[config.mk]
export PLATFORM = sky130hd
export DESIGN_NAME = ifu_pc_gen
export DESIGN_NICKNAME = d
export VERILOG_FILES = /design/src/rtl/ifu_pc_gen.sv
export SDC_FILE = /design/constraint.sdc
export NUM_CORES = 1
export LEC_CHECK = 0
export BUFFER_PORTS_ARGS = -buffer_cell sky130_fd_sc_hd__buf_2
export CELL_PAD_IN_SITES_DETAIL_PLACEMENT = 0
export CELL_PAD_IN_SITES_GLOBAL_PLACEMENT = 2
export CORE_UTILIZATION = 25
export DETAILED_ROUTE_END_ITERATION = 10
export MAX_ROUTING_LAYER = met4
export PLACE_DENSITY_LB_ADDON = 0.1
export SYNTH_ARGS = -nofsm -noshare
export SYNTH_HDL_FRONTEND = slang
export SYNTH_SLANG_ARGS = --single-unit
export TNS_END_PERCENT = 1
[constraint.sdc]
create_clock -name clk_i -period 5.64 [get_ports clk_i]
set_clock_uncertainty 0.2 [all_clocks]
set_input_delay 0.846 -clock clk_i [delete_from_list [all_inputs] [get_ports clk_i]]
set_output_delay 0.846 -clock clk_i [all_outputs]
set_load 0.02 [all_outputs]
[src/rtl/ifu_pc_gen.sv]
// Instruction-fetch PC generator: holds the architectural PC and advances it
// every clock, either sequentially by PC_STEP or PC-relative by imm_i when a
// jump or taken branch is signalled.
module ifu_pc_gen #(
    parameter int                XLEN     = 32,
    parameter logic [XLEN-1:0]   RESET_PC = '0,
    parameter int                PC_STEP  = 4
) (
    input  logic            clk_i,
    input  logic            rst_i,
    input  logic [XLEN-1:0] imm_i,
    input  logic            jump_i,
    input  logic            branch_i,
    input  logic            zero_i,
    output logic [XLEN-1:0] pc_o
);

    localparam logic [XLEN-1:0] STEP = XLEN'(PC_STEP);

    logic            w_taken;
    logic [XLEN-1:0] w_offset;
    logic [XLEN-1:0] w_pc_next;
    logic [XLEN-1:0] r_pc;

    // A single adder serves both paths. The offset is muxed ahead of it, so
    // an unknown imm_i cannot reach the sequential path.
    assign w_taken   = jump_i | (branch_i & zero_i);
    assign w_offset  = w_taken ? imm_i : STEP;
    assign w_pc_next = r_pc + w_offset;

    // PC register: async reset to RESET_PC, otherwise load the next PC every edge
    always_ff @(posedge clk_i or posedge rst_i) begin
        if (rst_i) begin
            r_pc <= RESET_PC;
        end else begin
            r_pc <= w_pc_next;
        end
    end

    assign pc_o = r_pc;

endmodule

==> flow_summary.ini, run 1 <==
[critical_path]
crit_start = branch_i
startpoint_type = primary input
crit_type = primary input to flip-flop
required_ns = 5.64
ff2ff_path_depth = 9
r2r_start = pc_o[0]
critPathCaptureType = flip-flop
r2r_setup_slack_ns = 2.69
crit_arrival_ns = 3.72
worstPathMaxFanout = 20
r2r_end = pc_o[30]
setup.worst_path.end = pc_o[30]

[die]
initial_core_util_pct = 25.8
die_area_mm2 = 0.0116
rows = 38
die_w_um = 108
ios = 69
die_h_um = 108
fp.coreArea_mm2 = 0.0108

[final_layout]
nets = 446
layout_common_cells = buf_2 (68), nor2b_1 (33), ha_1 (32), dfrtp_1 (32), a21oi_1 (31)
antenna_cells = 0
layoutNonFillerInstCount = 517
final_common_cell = buf_2
drive_gt1_share_pct = 24.4
fillers = 1174
largest_reg_flops = 32
area_growth_pct = 20.2

[cts]
root_buffer = clkbuf_8
ctsResizeCount = 0
clock_sinks = 32
numCtsBuffers = 5
hold_buffers = 0
cts_setup_buffers = 0
htree_levels = 2
clkSlewWorstSetupHoldPaths_ns = 0.08
clk_latency_ns = 0.29
cts_tree = yes
cts_buffer_depth = 2

[yosys]
synthArstFlopShare_pct = 100
avgSynthCellArea_um2 = 9.04
synth_area_mm2 = 0.00279
synthFlopType = dfrtp_1
synth-edff-count = 0
synth_cell_types = 59
yosys_warnings = 0
synth-seq-area-share_pct = 28.7
syn-num-nets = 379
synthCells = 309
ys_seq_elements = 32

[grt]
grt_pass1_wl_um = 12700
overflow = 0
first_global_vias = 2505
grt_max_degree = 33
antenna_found_initial = 0
grt_use_total_pct = 14.4

[sta]
timing.final.crit_share_pct = 66.0
holdWs_ns = 0.320
setup_viol_count_final = 0
maxSlewViolCount = 0
tns_ns = 0
rsz0062_at_grt = false
fmax_mhz = 269
max_slew_margin_pct = 60.4
min_period_ns = 3.72
hold_viol = 0
worst_pin_slew_ns = 0.588

[job]
cap_viol_max_count = 0

[placement]
port_buffers = 68
gp_congestion = 0.768
dp_hpwl_um = 6150
place_inst = 509

[route]
vias_per_cell = 4.78
ant_nets = 0
post-route-drc-count = 0
num_vias = 2470
wl_per_cell_um = 14.8
drtIter0Drc = 71
detail_route.first_pass.iterations = 4
drt_wl_total_um = 7670

[pwr]
leakagePower_uw = 0.00167
powerDensity_mw_per_mm2 = 592
worst_ir_drop_vdd_v = 0.000224

[hold_path]
holdCritPathClass = flip-flop to flip-flop

[outcome]
status = complete, no violations
==> report_power, final <==
group | switching [uW] | internal, uW | total, uW
Combinational | 812 | 549 | 1360
Clock | 93.2 | 99.8 | 193
Sequential | 69.1 | 362 | 431
Total | 974 | 1010 | 1990
==> worst max-delay path, cell delays in order <==
cell and delay (ns):
buf_2 0.10, a21oi_2 0.15, buf_4 0.28, nor2b_1 0.08
ha_1 0.21, fa_1 0.41, a21o_1 0.22, a221o_1 0.35
a21oi_2 0.21, o211ai_1 0.21, a21oi_1 0.35, nor2b_1 0.08
a311oi_1 0.21
==> logic make-up after synthesis <==
family / synth area share (%)
compound gates: 24.4
simple gates: 19.2
fa+ha+maj: 15.0
flops: 28.7
xor+xnor: 9.09
buf+inv: 3.27
mux: 0.358
==> cells in the mapped netlist (2+ instances only) <==
cell type  count  area, um^2
a31oi_1        6        37.5
xnor2_1       21         184
nor2_1         8        30.0
nand3_1        7        35.0
o21ai_0       14        70.1
nor3_1         3        15.0
a21o_1        23         173
buf_6          2        22.5
or2_2          2        12.5
clkbuf_1       6        22.5
nand2_1       18        67.6
o21a_1         2        15.0
and3_2         2        15.0
o21ai_1        2        10.0
ha_1          32         400
nor2b_1       33         206
a21oi_1       32         160
xor2_1         8        70.1
nand2b_1       3        18.8
o211ai_1       2        15.0
inv_1          6        22.5
a211oi_1       4        30.0
a41oi_1        2        17.5
dfrtp_1       32         801
and3_1         5        31.3
==> final cells by class <==
| type | instances | area (um^2) | share of cell area, % |
|---|---|---|---|
| Clock buffer | 8 | 90.1 | 2.68 |
| Multi-Input combinational cell | 260 | 1910 | 56.8 |
| Inverter | 6 | 22.5 | 0.671 |
| Tap cell | 140 | 175 | 5.22 |
| Timing Repair Buffer | 71 | 363 | 10.8 |
| Sequential cell | 32 | 801 | 23.9 |
==> worst min-delay path by stage <==
stage,start,end,slack (ns),cells after the start
4_1_cts,pc_o[0],pc_o[0],0.33,1
5_1_grt,pc_o[0],pc_o[0],0.36,1
3_5_place_dp,pc_o[0],pc_o[0],0.32,1
6_report,pc_o[0],pc_o[0],0.32,1
3_3_place_gp,pc_o[0],pc_o[0],0.32,1
2_1_floorplan,pc_o[0],pc_o[0],0.43,1
==> layer usage <==
layer	share of wire [%]	GRT usage [%]	vias up
li1	-	-	1255
met1	50	19.3	1165
met2	46	22.8	45
met3	3.7	2.06	5
met4	0.94	3.23	0
met5	0	-	-
==> metrics by stage <==
step / setup WS [ns] / instance area (um^2) / utilization, % / power, uW
2_1_floorplan: 1.86 / 2790 / - / 1470
3_3_place_gp: 1.69 / 3270 / 30.1 / 1830
3_5_place_dp: 1.57 / 3270 / 30.1 / 1810
4_1_cts: 1.86 / 3360 / 31.0 / 2020
5_1_grt: 1.69 / 3360 / 31.0 / 2190
6_report: 1.92 / 3360 / 31.0 / 1990
Note: power is estimated with default switching activity, not from simulation.
==> run 2: changes to the inputs <==
ABC_AREA = 1   (was unset)
clock period = 3.4 ns   (was 5.64 ns; I/O delays follow)
==> run 2 against run 1 <==
Against the previous run:
- routed wire length is 41% higher
- core utilization grew 0.14 points
- synthesized area rose by 22%
- clock power up 150%
- sequential power grew 68%
- cell area increased by 23%
- cell count up 64%
- critical path depth increased by 5
- register-to-register slack lost 1.5 ns
- global-route usage rose by 2.6 points
- via count increased by 39%
==> flow_summary.ini, run 2 <==
[critical_path]
crit_arrival_ns = 2.75
critPathCaptureType = flip-flop
slowest_stage = ha_1
worst-path-buf-inv = 6
required_ns = 3.38
crit_type = primary input to flip-flop
max_stage_delay_ns = 0.35
worstPathMaxFanout = 19
crit_family = simple AND/OR/NAND/NOR gates
path_cells = buf_2 > nand2_1 > inv_1 > or2_2 > inv_1 > buf_4 > nor2_1 > ha_1 > nand2_2 > inv_1 > nand2_1 > inv_1 > a21oi_1 > nand2_1 > nand2_1 > nand2_1 > nand2_1 > nand2_1
startpoint_type = primary input
critPathMostFrequentCell = nand2_1

[placement]
dp_hpwl_um = 9090
gp_congestion = 0.810
port_buffers = 68

[sta]
maxSlewViolCount = 0
min_period_ns = 2.77
timing.final.crit_share_pct = 81.4
tns_ns = 0
fmax_mhz = 361
rsz0062_at_grt = false
hold_viol = 0
setup_viol_count_final = 0
worst_pin_slew_ns = 0.905
max_slew_margin_pct = 39.6

[cts]
cts_buffer_depth = 2
clk_latency_ns = 0.29
numCtsBuffers = 5
htree_levels = 2
hold_buffers = 0
cts_tree = yes
clkSlewWorstSetupHoldPaths_ns = 0.06
clock_sinks = 32
cts_setup_buffers = 0
ctsResizeCount = 0
root_buffer = clkbuf_16

[yosys]
ys_seq_elements = 32
synthCells = 594
yosys_warnings = 0
synth_area_leaders = nand2_1 (25%), dfrtp_1 (23%), inv_1 (16%), ha_1 (12%), nor2_1 (7.5%)
syn-num-nets = 664
synth_area_mm2 = 0.00342
synthArstFlopShare_pct = 100
avgSynthCellArea_um2 = 5.76
synthFlopType = dfrtp_1
netlist_top_cells_count = nand2_1 (228), inv_1 (147), nor2_1 (68), dfrtp_1 (32), ha_1 (32)
yosysMostFrequentCell = nand2_1
synth_top_area_share_pct = 25.0
synth_area_leader_cell = nand2_1
synth_cell_types = 18
synth-edff-count = 0
synth-seq-area-share_pct = 23.4

[final_layout]
area_growth_pct = 20.9
layout_common_cells = nand2_1 (228), inv_1 (147), nor2_1 (68), buf_2 (68)
fin_util_pct = 31.1
final_common_cell = nand2_1
antenna_cells = 0
drive_gt1_share_pct = 14.0
nets = 739
largest_reg_flops = 32

[route]
vias_per_cell = 4.04
num_vias = 3421
post-route-drc-count = 0
met3_length_um = 450
wl_per_cell_um = 12.8
top_layer = met4
drt_wl_total_um = 10800
routed-wl-met2_um = 4330
drtIter0Drc = 151
ant_nets = 0
wl_met1_um = 5890
detail_route.first_pass.iterations = 4

[pwr]
powerDensity_mw_per_mm2 = 892
worst_ir_drop_vdd_v = 0.000318
leakagePower_uw = 0.00274

[die]
die_area_mm2 = 0.0142
die_w_um = 119
fp.coreArea_mm2 = 0.0133
ios = 69
rows = 42
initial_core_util_pct = 25.7
die_h_um = 119

[grt]
grt_max_degree = 20
overflow = 0
grt_pass1_wl_um = 17700
first_global_vias = 3399
antenna_found_initial = 0
grt_use_total_pct = 17.0

[outcome]
status = complete, no violations

[job]
cap_viol_max_count = 0

[hold_path]
holdCritPathClass = primary input to async pin
## run 2: layout make-up
cell class | instances | area, um^2
inverters | 147 | 552
well taps | 176 | 220
flip-flops and latches | 32 | 801
clock buffers | 8 | 146
multi-input cells | 412 | 2050
fillers | 1543 | 9160
repair buffers | 71 | 363
## run 2: worst paths after layout
kind / start / end / slack, ns / cells past startpoint
max in group asynchronous: rst_i / pc_o[17] / 2.01 / 3
hold reg to reg: pc_o[0] / pc_o[0] / 0.31 / 1
hold / removal: rst_i / pc_o[3] / 0.21 / 2
setup reg to reg: pc_o[0] / pc_o[28] / 1.17 / 12
setup / recovery: branch_i / pc_o[29] / 0.63 / 18
min in group clk_i: pc_o[0] / pc_o[0] / 0.31 / 1
## run 2: cells by family (layout without fill, tap and decap cells)
kind of cell	count (synthesis)	after routing	synth area share [%]
AOI/OAI and AO/OA	22	22	3.37
buffers and inverters	150	226	16.6
and+or+nand+nor	341	341	40.3
xor gates and xnor gates	16	16	4.10
adders and majority gates	33	33	12.3
DFF	32	32	23.4
## run 2: stage by stage
stage | total power [uW] | cell area [um^2] | hold WS (ns) | std cells | setup slack (ns)
6_report | 3690 | 4140 | 0.208 | 846 | 0.633
5_1_grt | 4100 | 4140 | 0.302 | 846 | 0.374
4_1_cts | 3760 | 4140 | 0.257 | 846 | 0.614
3_5_place_dp | 3230 | 3990 | 0.299 | 838 | 0.305
3_3_place_gp | 3250 | 3990 | 0.296 | 838 | 0.296
2_1_floorplan | 2470 | 3420 | 0.425 | 594 | 0.649
## run 2: report_power, final
group	internal, uW	switching, uW	leakage (uW)	total, uW
clock	293	188	0.0000712	480
combinational	814	1670	0.00229	2480
sequential	596	127	0.000377	723
## run 2: metal layers
layer | up-vias | GRT usage, %
met5 | - | -
met3 | 7 | 3.16
met1 | 1462 | 24.4
met4 | 0 | 4.67
li1 | 1884 | -
met2 | 68 | 23.9
==> run 3: changes to the inputs <==
ABC_AREA = 0   (was 1)
clock period = 2.6 ns   (was 3.4 ns; I/O delays follow)
==> run 3 against run 2 <==
Against the previous run:
- the run now ends with negative setup slack left
- cell count is 29% lower
- sequential power rose by 32%
- register-to-register slack worse by 1.3 ns
- core utilization increased by 7.0 points
==> flow_summary.ini, run 3 (synthesis gave the netlist of run 1 again) <==
[die]
initial_core_util_pct = 25.8
rows = 38
die_h_um = 108
fp.coreArea_mm2 = 0.0108
ios = 69
die_w_um = 108
die_area_mm2 = 0.0116

[grt]
grt_use_total_pct = 15.9
grt_max_degree = 33
overflow = 0
grt_pass1_wl_um = 14000
first_global_vias = 2846
antenna_found_initial = 0

[sta]
setup_viol_count_final = 12
rsz0062_at_grt = true
fmax_mhz = 355
min_period_ns = 2.82
hold_viol = 0
maxSlewViolCount = 0
max_slew_margin_pct = 68.2
timing.final.crit_share_pct = 108
worst_pin_slew_ns = 0.477
fin_ws_ns = -0.217

[cts]
htree_levels = 2
cts_buffer_depth = 2
clkSlewWorstSetupHoldPaths_ns = 0.08
root_buffer = clkbuf_8
numCtsBuffers = 5
cts_tree = yes
clock_sinks = 32
clk_latency_ns = 0.29
hold_buffers = 0

[placement]
port_buffers = 68
dpl_cell_area_mm2 = 0.00390
gp_congestion = 0.771
place_inst = 590
dp_hpwl_um = 6930
place_ws_ns = -0.712

[route]
detail_route.first_pass.iterations = 4
num_vias = 2758
ant_nets = 0
vias_per_cell = 4.61
drtIter0Drc = 75
post-route-drc-count = 0
drt_wl_total_um = 8640
wl_per_cell_um = 14.4

[critical_path]
path_cells = buf_6 > a21oi_4 > buf_12 > nor2b_1 > ha_1 > and3_2 > a221o_1 > a21oi_2 > o31a_1 > nor4_2 > o21ai_1 > or3b_1
required_ns = 2.56
r2r_setup_slack_ns = -0.12
max_stage_delay_ns = 0.36
crit_type = primary input to flip-flop
crit_arrival_ns = 2.78
critPathCaptureType = flip-flop
slowest_stage = a221o_1
startpoint_type = primary input
worstPathMaxFanout = 13
r2r_end = pc_o[28]
r2r_start = pc_o[0]
ff2ff_path_depth = 9

[final_layout]
largest_reg_flops = 32
drive_gt1_share_pct = 43.2
layoutNonFillerInstCount = 598
area_growth_pct = 47.8
antenna_cells = 0
final_common_cell = buf_4
nets = 528
multi_input_area_mm2 = 0.00205
fin_util_pct = 38.1
seqCellArea_um2 = 801
fillers = 1170
final_area_mm2 = 0.00413
layout_common_cells = buf_4 (84), buf_2 (66), nor2b_1 (33)

[hold_path]
holdCritPathClass = primary input to async pin

[job]
cap_viol_max_count = 0

[pwr]
leakagePower_uw = 0.00211
worst_ir_drop_vdd_v = 0.000392
powerDensity_mw_per_mm2 = 1290

[outcome]
status = finished, violations left
violations = negative setup slack
[run 3: per-layer routing]
metal  up-vias  GRT usage, %  part of all wire (%)
met2        57          25.8                    47
met1      1275          20.8                    48
li1       1419             -                     -
met5         -             -                     0
met4         0          3.82                  0.88
met3         7          2.12                   3.7
[run 3: timing repair]
action | 4_1_cts | 5_1_grt
pin swaps | 6 | 4
setup buffers | 1 | 0
resized for setup | 10 | 20
endpoints found under the setup margin | 18 | 21
[run 3: final cells by class]
cell class                      count  share of cell area [%]
Clock inverter                      1                   0.121
Inverter                            6                   0.545
Timing Repair Buffer              153                    24.3
Sequential cell                    32                    19.4
Multi-Input combinational cell    260                    49.6
Tap cell                          140                    4.24
Clock buffer                        6                    1.76
[run 3: how the worst max path moves through the flow]
stage	from	endpoint	slack [ns]	depth (start not counted)
floorplan	zero_i	pc_o[28]	-0.37	12
global placement	zero_i	pc_o[31]	-0.73	13
detailed placement	zero_i	pc_o[31]	-0.71	13
CTS	zero_i	pc_o[28]	-0.22	12
global route	zero_i	pc_o[28]	-0.38	12
finish	zero_i	pc_o[28]	-0.22	12
[run 3: worst max-delay path, delay by kind of cell]
kind            cells  cell delay [ns]
simple gates        4             0.70
compound gates      5             1.09
fa+ha+maj           1             0.33
buf+inv             2             0.27
[run 3: where the power goes]
part	internal (uW)	total (uW)	switching [uW]
Combinational	1920	3980	2060
Clock	182	385	202
Sequential	786	951	166
Total	2890	5310	2430
[run 3: per-stage QoR]
step	TNS (ns)	power, uW	hold slack [ns]
detailed placement	-10.0	4740	0.331
floorplan	-2.31	3200	0.306
CTS	-1.52	5260	0.0132
finish	-1.04	5310	0.00123
global placement	-9.36	4750	0.327
global route	-3.00	5770	0.0401
